**src/rtl/alu_mul_sequencer.sv**
```systemverilog
// Shift-and-add unsigned multiplier sequencer. It computes (op_a * op_b) mod 2**XLEN and
// routes every add and every zero-test through an external single-cycle ALU.
module alu_mul_sequencer #(
  parameter int XLEN  = 32,
  parameter int CNT_W = 6
) (
  input  logic            clk,
  input  logic            reset,
  input  logic            start,
  input  logic [XLEN-1:0] op_a,
  input  logic [XLEN-1:0] op_b,
  output logic            busy,
  output logic            done,
  output logic [XLEN-1:0] product,
  output logic [2:0]      alu_ctrl,
  output logic [XLEN-1:0] alu_src_a,
  output logic [XLEN-1:0] alu_src_b,
  input  logic [XLEN-1:0] alu_result,
  input  logic            alu_zero
);

  localparam logic [2:0] ALU_ADD = 3'b000;
  localparam logic [2:0] ALU_OR  = 3'b011;

  typedef enum logic [1:0] {IDLE, CHECK, ACC, DONE} state_t;

  state_t             state_q, state_d;
  logic [XLEN-1:0]    mcand_q, mcand_d;
  logic [XLEN-1:0]    mplier_q, mplier_d;
  logic [XLEN-1:0]    acc_q, acc_d;
  logic [XLEN-1:0]    product_q, product_d;
  logic [CNT_W-1:0]   iter_q, iter_d;

  always_ff @(posedge clk) begin
    if (reset) begin
      state_q   <= IDLE;
      mcand_q   <= '0;
      mplier_q  <= '0;
      acc_q     <= '0;
      product_q <= '0;
      iter_q    <= '0;
    end else begin
      state_q   <= state_d;
      mcand_q   <= mcand_d;
      mplier_q  <= mplier_d;
      acc_q     <= acc_d;
      product_q <= product_d;
      iter_q    <= iter_d;
    end
  end

  always_comb begin
    state_d   = state_q;
    mcand_d   = mcand_q;
    mplier_d  = mplier_q;
    acc_d     = acc_q;
    product_d = product_q;
    iter_d    = iter_q;
    alu_ctrl  = ALU_ADD;
    alu_src_a = '0;
    alu_src_b = '0;

    case (state_q)
      IDLE: begin
        if (start) begin
          mcand_d  = op_a;
          mplier_d = op_b;
          acc_d    = '0;
          iter_d   = '0;
          state_d  = CHECK;
        end
      end
      CHECK: begin
        // OR with zero lets the ALU zero flag report whether any multiplier bits remain
        alu_ctrl  = ALU_OR;
        alu_src_a = mplier_q;
        if (alu_zero) begin
          product_d = acc_q;
          state_d   = DONE;
        end else begin
          state_d = ACC;
        end
      end
      ACC: begin
        alu_ctrl  = ALU_ADD;
        alu_src_a = acc_q;
        alu_src_b = mplier_q[0] ? mcand_q : '0;
        acc_d     = alu_result;
        mcand_d   = mcand_q << 1;
        mplier_d  = mplier_q >> 1;
        iter_d    = iter_q + 1'b1;
        state_d   = CHECK;
      end
      DONE: begin
        state_d = IDLE;
      end
      default: state_d = IDLE;
    endcase
  end

  assign busy    = (state_q != IDLE);
  assign done    = (state_q == DONE);
  assign product = product_q;

  // The multiplier empties after at most XLEN shifts, so ACC is never entered with iter at XLEN
  a_iter_bound: assert property (@(posedge clk) disable iff (reset)
    (state_q == ACC) |-> (iter_q < CNT_W'(XLEN)));

endmodule

```
**config.mk**
```make
export PLATFORM = sky130hd
export DESIGN_NAME = alu_mul_sequencer
export DESIGN_NICKNAME = d
export VERILOG_FILES = /design/src/rtl/alu_mul_sequencer.sv
export SDC_FILE = /design/constraint.sdc
export NUM_CORES = 1
export LEC_CHECK = 0
export BUFFER_PORTS_ARGS = -buffer_cell sky130_fd_sc_hd__buf_4
export CORE_AREA = 4 4 146 148
export CTS_BUF_LIST = sky130_fd_sc_hd__clkbuf_4 sky130_fd_sc_hd__clkbuf_8
export DETAILED_ROUTE_END_ITERATION = 10
export DIE_AREA = 0 0 150 152
export GPL_ROUTABILITY_DRIVEN = 0
export SYNTH_ARGS = -nofsm -noshare
export SYNTH_HDL_FRONTEND = slang
export SYNTH_SLANG_ARGS = --single-unit
```
**constraint.sdc**
```tcl
create_clock -name clk -period 2.13 [get_ports clk]
set_clock_uncertainty 0.05 [all_clocks]
set_input_delay 0.426 -clock clk [delete_from_list [all_inputs] [get_ports clk]]
set_output_delay 0.426 -clock clk [all_outputs]
set_load 0.02 [all_outputs]
```
==> results.sh, run 1 <==
export IMPL_status="complete, but fails checks"
export IMPL_violations="setup timing"
export IMPL_grt_pass1_wl_um=31900
export IMPL_netlist_area_leader_share=0.439
export IMPL_hold_viol=0
export IMPL_vias_per_cell=4.86
export IMPL_syn_area_um2=5920
export IMPL_port_buffers=199
export IMPL_overflow=0
export IMPL_vias=5787
export IMPL_vdd_ir_drop_worst_mv=0.364
export IMPL_utilization=0.461
export IMPL_drive_gt1_frac=0.392
export IMPL_dpl_cell_count=1128
export IMPL_top_layer_used="met4"
export IMPL_cts_hold_buf=0
export IMPL_cap_violations=0
export IMPL_crit_arrival_ns=1.76
export IMPL_n_antenna_cell=0
export IMPL_clkSinkCount=130
export IMPL_rows=52
export IMPL_numCtsBuffers=17
export IMPL_setup_violations=48
export IMPL_cts_tree="done"
export IMPL_end_kind="output pin"
export IMPL_wl_per_cell_um=17.9
export IMPL_synth_edff_count=0
export IMPL_yosysWarnings=0
export IMPL_grt_max_degree=72
export IMPL_core_area_um2=20000
export IMPL_synth_fp_nets=808
export IMPL_grt_pass1_vias=5731
export IMPL_fillCellCount=2027
export IMPL_slew_viol_final=0
export IMPL_ant_nets=0
export IMPL_ios=201
export IMPL_ys_types=23
export IMPL_die_w_um=150
export IMPL_yosys_cell_count_top_type="dfxtp_1"
export IMPL_root_buffer="clkbuf_8"
export IMPL_drt_iter0_markers=218
export IMPL_power_density_nw_per_um2=763
export IMPL_synth_top_area_cell="dfxtp_1"
export IMPL_met2WireLength_um=10300
export IMPL_syn_avg_cell_area_um2=8.44
export IMPL_synthTopCellsByCount="dfxtp_1, nand2_1, a21oi_1"
export IMPL_period_minus_slack_ns=2.24
export IMPL_first_pass_iters=4
export IMPL_reg2reg_setup_slack_ns=0.23
export IMPL_critPathMaxFanout=7
export IMPL_finalCritPeriodShare=1.05
export IMPL_wl_met1_um=9510
export IMPL_drt_total_wl_um=21300
export IMPL_clk_latency_ns=0.43
export IMPL_cp_required_ns=1.65
export IMPL_clock_path_buffers=2
export IMPL_crit_type="register to output pin"
export IMPL_ys_flop_type="dfxtp_1"
export IMPL_clkTransAtPathRegs_ns=0.09
export IMPL_ys_top_cells_by_area="dfxtp_1, mux2i_1, a211oi_1"
export IMPL_fmax_mhz=447
export IMPL_synth_seq_area_share=0.439
export IMPL_fin_ws_ns=-0.108
export IMPL_start_util=0.296
export IMPL_leakage_nw=3.50
export IMPL_die_area_um2=22800
export IMPL_ys_seq_elements=130
export IMPL_synthArstFlopShare=0
export IMPL_fin_nets=1014
export IMPL_dp_hpwl_um=12900
export IMPL_dp_slack_ns=0.183
export IMPL_drc=0
export IMPL_layoutNonFillerInstCount=1191
export IMPL_htreeDepth=4
export IMPL_syn_instance_count=702
export IMPL_track_usage=0.175
export IMPL_hp_class="primary input to register"
export IMPL_wl_met3_um=1230
export IMPL_antenna_found_initial=0
export IMPL_worst_setup_path_start_kind="register"
export IMPL_grt_setup_unrepaired="true"
export IMPL_die_h_um=152
export IMPL_syn_to_final_growth_pct=55.9
-- worst max-delay path, cell delays in order (launching register included) --
cell     delay [ns]
dfxtp_4        0.39
inv_4          0.06
ha_4           0.16
buf_12         0.15
buf_12         0.14
buf_12         0.13
and3_4         0.17
buf_6          0.12
-- per-stage QoR --
step / hold WS [ns] / power (mW) / area, um2 / setup TNS (ns)
5_1_grt: 0.172 / 7.41 / 9240 / -8.33
3_5_place_dp: 0.397 / 4.43 / 7790 / 0
6_report: 0.219 / 7.05 / 9240 / -2.98
4_1_cts: 0.175 / 6.93 / 8870 / -5.99
3_3_place_gp: 0.393 / 4.41 / 7790 / 0
2_1_floorplan: 0.390 / 3.79 / 5920 / 0
-- layer usage --
| layer | GRT usage | vias up |
|---|---|---|
| li1 | - | 2879 |
| met1 | 0.227 | 2737 |
| met2 | 0.286 | 159 |
| met3 | 0.0459 | 12 |
| met4 | 0.0505 | 0 |
| met5 | 0 | - |
-- final timing paths --
path             startpoint            end  depth (start not counted)
max reg2reg      state_q[0]    mplier_q[0]                          8
max              state_q[0]  alu_src_b[14]                          7
min          alu_result[24]      acc_q[24]                          3
min reg2reg     product[17]    product[17]                          2
-- layout make-up --
type | instances | area, um2 | share of cell area
clock buffers | 20 | 269 | 0.0291
clock inverters | 12 | 133 | 0.0144
inverters | 3 | 16.3 | 0.00176
multi-input cells | 498 | 3340 | 0.362
flip-flops and latches | 130 | 2610 | 0.283
well taps | 270 | 338 | 0.0366
repair buffers | 258 | 2530 | 0.274
-- placed cells by master (no fill, tap or decap), types with 12 or more instances in the layout --
cell type | Yosys | final
and3_4 | 0 | 30
nand2_1 | 99 | 99
buf_6 | 1 | 46
nor2_1 | 64 | 64
a21oi_1 | 67 | 67
buf_4 | 3 | 184
clkbuf_8 | 0 | 19
a22oi_1 | 32 | 12
dfxtp_1 | 130 | 127
a211oi_1 | 62 | 62
nand3_1 | 32 | 32
nor2b_1 | 32 | 22
a22oi_2 | 0 | 20
mux2i_1 | 64 | 63
buf_12 | 0 | 15
-- registers in the layout, indices dropped and copies added (netlist names) --
name      flops
acc_q        32
mcand_q      32
mplier_q     32
product      32
state_q       2
-- where the power goes --
group | internal [mW] | switching, mW
registers | 2.64 | 0.198
logic | 1.01 | 1.04
clock network | 1.12 | 1.04
total | 4.78 | 2.27
-- cell families (layout without fill, tap and decap cells) --
group                    after synthesis  count (layout)  synth area share
AND/OR/NAND/NOR                      264             264             0.204
AO/OA/AOI/OAI                        162             162             0.177
flip-flops                           130             130             0.439
buffers and inverters                 74             293            0.0566
multiplexers                          65              65             0.111
adder cells (fa/ha/maj)                6               6            0.0127
other                                  1               1          0.000633
-- what timing repair did --
item	CTS	global route
setup endpoints to repair	65	64
resized for setup	75	58
setup buffers	16	4
pin swaps	3	11
cloned	7	6
No activity file was read; power rests on OpenSTA's default activity.
==> inputs of run 2 (changes only) <==
- CORE_AREA: 4 4 146 148 -> 4 4 114 116
- CTS_BUF_LIST: sky130_fd_sc_hd__clkbuf_4 sky130_fd_sc_hd__clkbuf_8 -> not set
- DIE_AREA: 0 0 150 152 -> 0 0 118 120
- PLACE_DENSITY: not set -> 0.79
==> results.sh, run 2 (synthesis results as in run 1) <==
export IMPL_layoutNonFillerInstCount=1063
export IMPL_drive_gt1_frac=0.386
export IMPL_die_w_um=118
export IMPL_drt_total_wl_um=19400
export IMPL_n_antenna_cell=0
export IMPL_clk_latency_ns=0.41
export IMPL_fmax_mhz=462
export IMPL_finalCritPeriodShare=1.02
export IMPL_hold_viol=0
export IMPL_core_area_um2=11900
export IMPL_antenna_found_initial=0
export IMPL_rows=40
export IMPL_violations="setup timing"
export IMPL_clkSinkCount=130
export IMPL_fin_nets=1009
export IMPL_htreeDepth=4
export IMPL_setup_violations=25
export IMPL_grt_max_degree=71
export IMPL_root_buffer="clkbuf_16"
export IMPL_fin_ws_ns=-0.0341
export IMPL_end_kind="output pin"
export IMPL_die_h_um=120
export IMPL_wl_per_cell_um=18.3
export IMPL_syn_to_final_growth_pct=54.1
export IMPL_drc=0
export IMPL_leakage_nw=3.55
export IMPL_vias_per_cell=5.58
export IMPL_dpl_cell_count=1000
export IMPL_placed_cell_area_um2=7560
export IMPL_cts_tree="done"
export IMPL_crit_arrival_ns=1.69
export IMPL_track_usage=0.260
export IMPL_utilization=0.767
export IMPL_cts_hold_buf=0
export IMPL_first_pass_iters=5
export IMPL_cp_required_ns=1.65
export IMPL_dp_hpwl_um=11600
export IMPL_power_density_nw_per_um2=826
export IMPL_worst_setup_path_start_kind="register"
export IMPL_crit_type="register to output pin"
export IMPL_overflow=0
export IMPL_grt_setup_unrepaired="true"
export IMPL_period_minus_slack_ns=2.16
export IMPL_status="complete, but fails checks"
export IMPL_clock_path_buffers=2
export IMPL_die_area_um2=14200
export IMPL_start_util=0.497
export IMPL_reg2reg_setup_slack_ns=0.17
export IMPL_drt_iter0_markers=539
export IMPL_dp_slack_ns=0.152
export IMPL_critPathMaxFanout=7
export IMPL_grt_pass1_wl_um=29600
export IMPL_final_cell_mix="buf_4, dfxtp_1, nand2_1, a21oi_1, nor2_1"
export IMPL_slew_viol_final=0
export IMPL_port_buffers=199
export IMPL_hp_class="primary input to register"
export IMPL_numCtsBuffers=17
export IMPL_vdd_ir_drop_worst_mv=0.684
export IMPL_cap_violations=0
export IMPL_vias=5928
export IMPL_final_common_cell="buf_4"
export IMPL_grt_pass1_vias=5898
export IMPL_ios=201
export IMPL_clkTransAtPathRegs_ns=0.05
export IMPL_total_power_mw=7.54
export IMPL_ant_nets=0
export IMPL_final_cell_area_um2=9130
==> run 2: cell count changes in the layout (fill, tap and decap cells not counted), moves of 4 or more <==
cell | before | now
and3_1 | 2 | 10
a22oi_1 | 12 | 1
and3_4 | 30 | 22
nor2b_2 | 4 | 10
buf_16 | 4 | 8
a22oi_2 | 20 | 31
buf_12 | 15 | 8
clkbuf_1 | 0 | 5
clkbuf_8 | 19 | 6
nor2b_4 | 6 | 0
clkbuf_16 | 5 | 19
==> run 2: critical path, stage by stage, from the launching register on <==
cell	delay (ns)
dfxtp_4	0.37
buf_6	0.12
ha_4	0.21
buf_12	0.16
a22oi_2	0.08
nor2b_1	0.16
buf_4	0.17
==> run 2: per-layer routing <==
layer  global-route usage  part of all wire  vias up
met3               0.0749             0.068       28
met5                    0                 0        -
met4               0.0967             0.017        0
li1                     -                 -     2872
met2                0.448              0.50      239
met1                0.307              0.41     2789
==> run 2: repair_timing <==
action / CTS / global route
endpoints found under the setup margin: 64 / 66
gates resized for setup: 97 / 38
setup buffers: 12 / 8
pin swaps: 12 / 10
cloned: 8 / 4
==> run 2: metrics by stage <==
step | hold slack [ns] | setup TNS, ns
after global placement | 0.394 | 0
after global routing | 0.231 | -3.05
final | 0.247 | -0.291
after CTS | 0.230 | -0.854
after detailed placement | 0.398 | 0
after floorplan | 0.390 | 0
==> run 2: worst paths after layout <==
kind                  from            end  depth (start not counted)
max reg2reg     state_q[0]    mplier_q[6]                          8
max             state_q[0]  alu_src_a[21]                          6
min reg2reg    product[16]    product[16]                          2
min          alu_result[6]       acc_q[6]                          3
==> run 2: power breakdown <==
group | internal (mW) | switching [mW]
sequential | 2.65 | 0.193
clock | 1.79 | 1.01
combinational | 0.916 | 0.988
total | 5.35 | 2.19
==> run 2: area by class of cell <==
class                           count  area (um2)
Timing Repair Buffer              252        2410
Clock inverter                      4        45.0
Inverter                            3        16.3
Multi-Input combinational cell    499        3340
Tap cell                          147         184
Fill cell                         779        2780
Clock buffer                       28         527
Sequential cell                   130        2610
==> inputs of run 3 (changes only) <==
- CAP_MARGIN: not set -> 5
- clock period: 2.13 -> 2.2 ns (I/O delays scaled with it)
==> results.sh, run 3 (synthesis results as in run 1) <==
export IMPL_n_antenna_cell=0
export IMPL_final_cell_mix="buf_4, dfxtp_1, nand2_1, a21oi_1, nor2_1"
export IMPL_ant_nets=0
export IMPL_drive_gt1_frac=0.330
export IMPL_numCtsBuffers=17
export IMPL_die_h_um=120
export IMPL_grt_max_degree=159
export IMPL_fillCellCount=895
export IMPL_clkTransAtPathRegs_ns=0.06
export IMPL_first_pass_iters=5
export IMPL_layoutNonFillerInstCount=1043
export IMPL_multi_input_area_um2=3120
export IMPL_drc=0
export IMPL_grt_pass1_wl_um=29100
export IMPL_tns_ns=0
export IMPL_crit_type="register to output pin"
export IMPL_drt_total_wl_um=18900
export IMPL_critical_path_max_stage_delay_ns=0.37
export IMPL_critPathBufInv=3
export IMPL_crit_family="buffers and inverters"
export IMPL_regArea_um2=2610
export IMPL_finalCritPeriodShare=0.981
export IMPL_critPathMaxFanout=14
export IMPL_worst_setup_path_start_kind="register"
export IMPL_grt_pass1_vias=5828
export IMPL_dpl_cell_count=998
export IMPL_power_density_nw_per_um2=860
export IMPL_grt_setup_unrepaired="true"
export IMPL_crit_path_top_delay_cell="dfxtp_4"
export IMPL_vdd_ir_drop_worst_mv=0.483
export IMPL_cts_tree="done"
export IMPL_die_w_um=118
export IMPL_cap_violations=0
export IMPL_hold_depth=3
export IMPL_clk_latency_ns=0.41
export IMPL_drt_iter0_markers=470
export IMPL_dp_hpwl_um=11900
export IMPL_core_area_um2=11900
export IMPL_cp_required_ns=1.71
export IMPL_hp_class="primary input to register"
export IMPL_setup_violations=0
export IMPL_ios=201
export IMPL_clock_path_buffers=2
export IMPL_clkSinkCount=130
export IMPL_wl_per_cell_um=18.1
export IMPL_syn_to_final_growth_pct=44.1
export IMPL_fin_nets=989
export IMPL_root_buffer="clkbuf_16"
export IMPL_final_common_cell="buf_4"
export IMPL_antenna_found_initial=0
export IMPL_die_area_um2=14200
export IMPL_htreeDepth=4
export IMPL_leakage_nw=3.44
export IMPL_track_usage=0.251
export IMPL_reg2reg_depth=6
export IMPL_status="finished, final reports clean"
export IMPL_crit_cells=6
export IMPL_fmax_mhz=464
export IMPL_vias=5987
export IMPL_start_util=0.497
export IMPL_overflow=0
export IMPL_rows=40
export IMPL_path_cells="inv_6 -> ha_4 -> buf_12 -> a22oi_1 -> nor2b_1 -> buf_4"
export IMPL_slew_viol_final=0
export IMPL_vias_per_cell=5.74
export IMPL_crit_arrival_ns=1.67
export IMPL_port_buffers=199
export IMPL_period_minus_slack_ns=2.16
export IMPL_hold_viol=0
export IMPL_end_kind="output pin"
==> run 3: cell types whose count changed in the layout (fill, tap and decap cells not counted), sizes merged <==
cell and change:
buf -19, bufbuf +1, bufinv +2, clkbuf -6, clkinv +1, clkinvlp +2
mux2 -1
==> run 3: layer usage <==
| layer | vias to the layer above | GRT usage | wire, um |
|---|---|---|---|
| li1 | 2816 | - | - |
| met1 | 2840 | 0.294 | 7500 |
| met2 | 294 | 0.428 | 9380 |
| met3 | 37 | 0.0801 | 1630 |
| met4 | 0 | 0.0982 | 400 |
| met5 | - | 0 | 0 |
==> run 3: metrics by stage <==
stage	hold WS [ns]	cell area, um2	setup WS, ns	total power [mW]	utilization
floorplan	0.390	5920	0.0584	3.67	-
global placement	0.395	7550	0.210	4.12	0.634
detailed placement	0.398	7550	0.106	4.17	0.634
CTS	0.243	8380	0.000589	7.24	0.703
global route	0.253	8540	-0.0467	7.62	0.717
finish	0.258	8540	0.0427	7.34	0.717
==> run 3: worst paths after layout <==
check,startpoint,to,slack (ns)
setup / recovery,state_q[0],alu_src_a[16],0.04
setup reg to reg,state_q[0],mplier_q[2],0.29
hold reg to reg,product[16],product[16],0.41
hold / removal,alu_result[22],acc_q[22],0.26
==> run 3: where the power goes <==
part           leakage, nW  internal [mW]  switching [mW]
clock                0.311           1.95            1.01
sequential            1.06           2.56           0.177
combinational         2.06          0.742           0.897
==> run 3: worst register-to-register path, stage by stage, from the launching register on <==
cell and delay [ns]:
dfxtp_4 0.39, inv_6 0.05, ha_4 0.21, buf_4 0.17, mux2_4 0.31, clkbuf_16 0.26
a211oi_1 0.36
==> run 3: area by class of cell <==
class / instances / area share
multi-input cells: 498 / 0.366
flip-flops and latches: 130 / 0.306
repair buffers: 233 / 0.231
clock buffers: 23 / 0.0595
well taps: 147 / 0.0215
clock inverters: 9 / 0.0147
inverters: 3 / 0.00220
==> run 3: repair_timing <==
item / in CTS / in global routing
cloned: 4 / 1
pin swaps: 1 / 0
hold buffers: 0 / 0
hold endpoints to repair: 0 / 0
resized for setup: 18 / 26
setup endpoints to repair: 64 / 32
setup buffers: 5 / 3
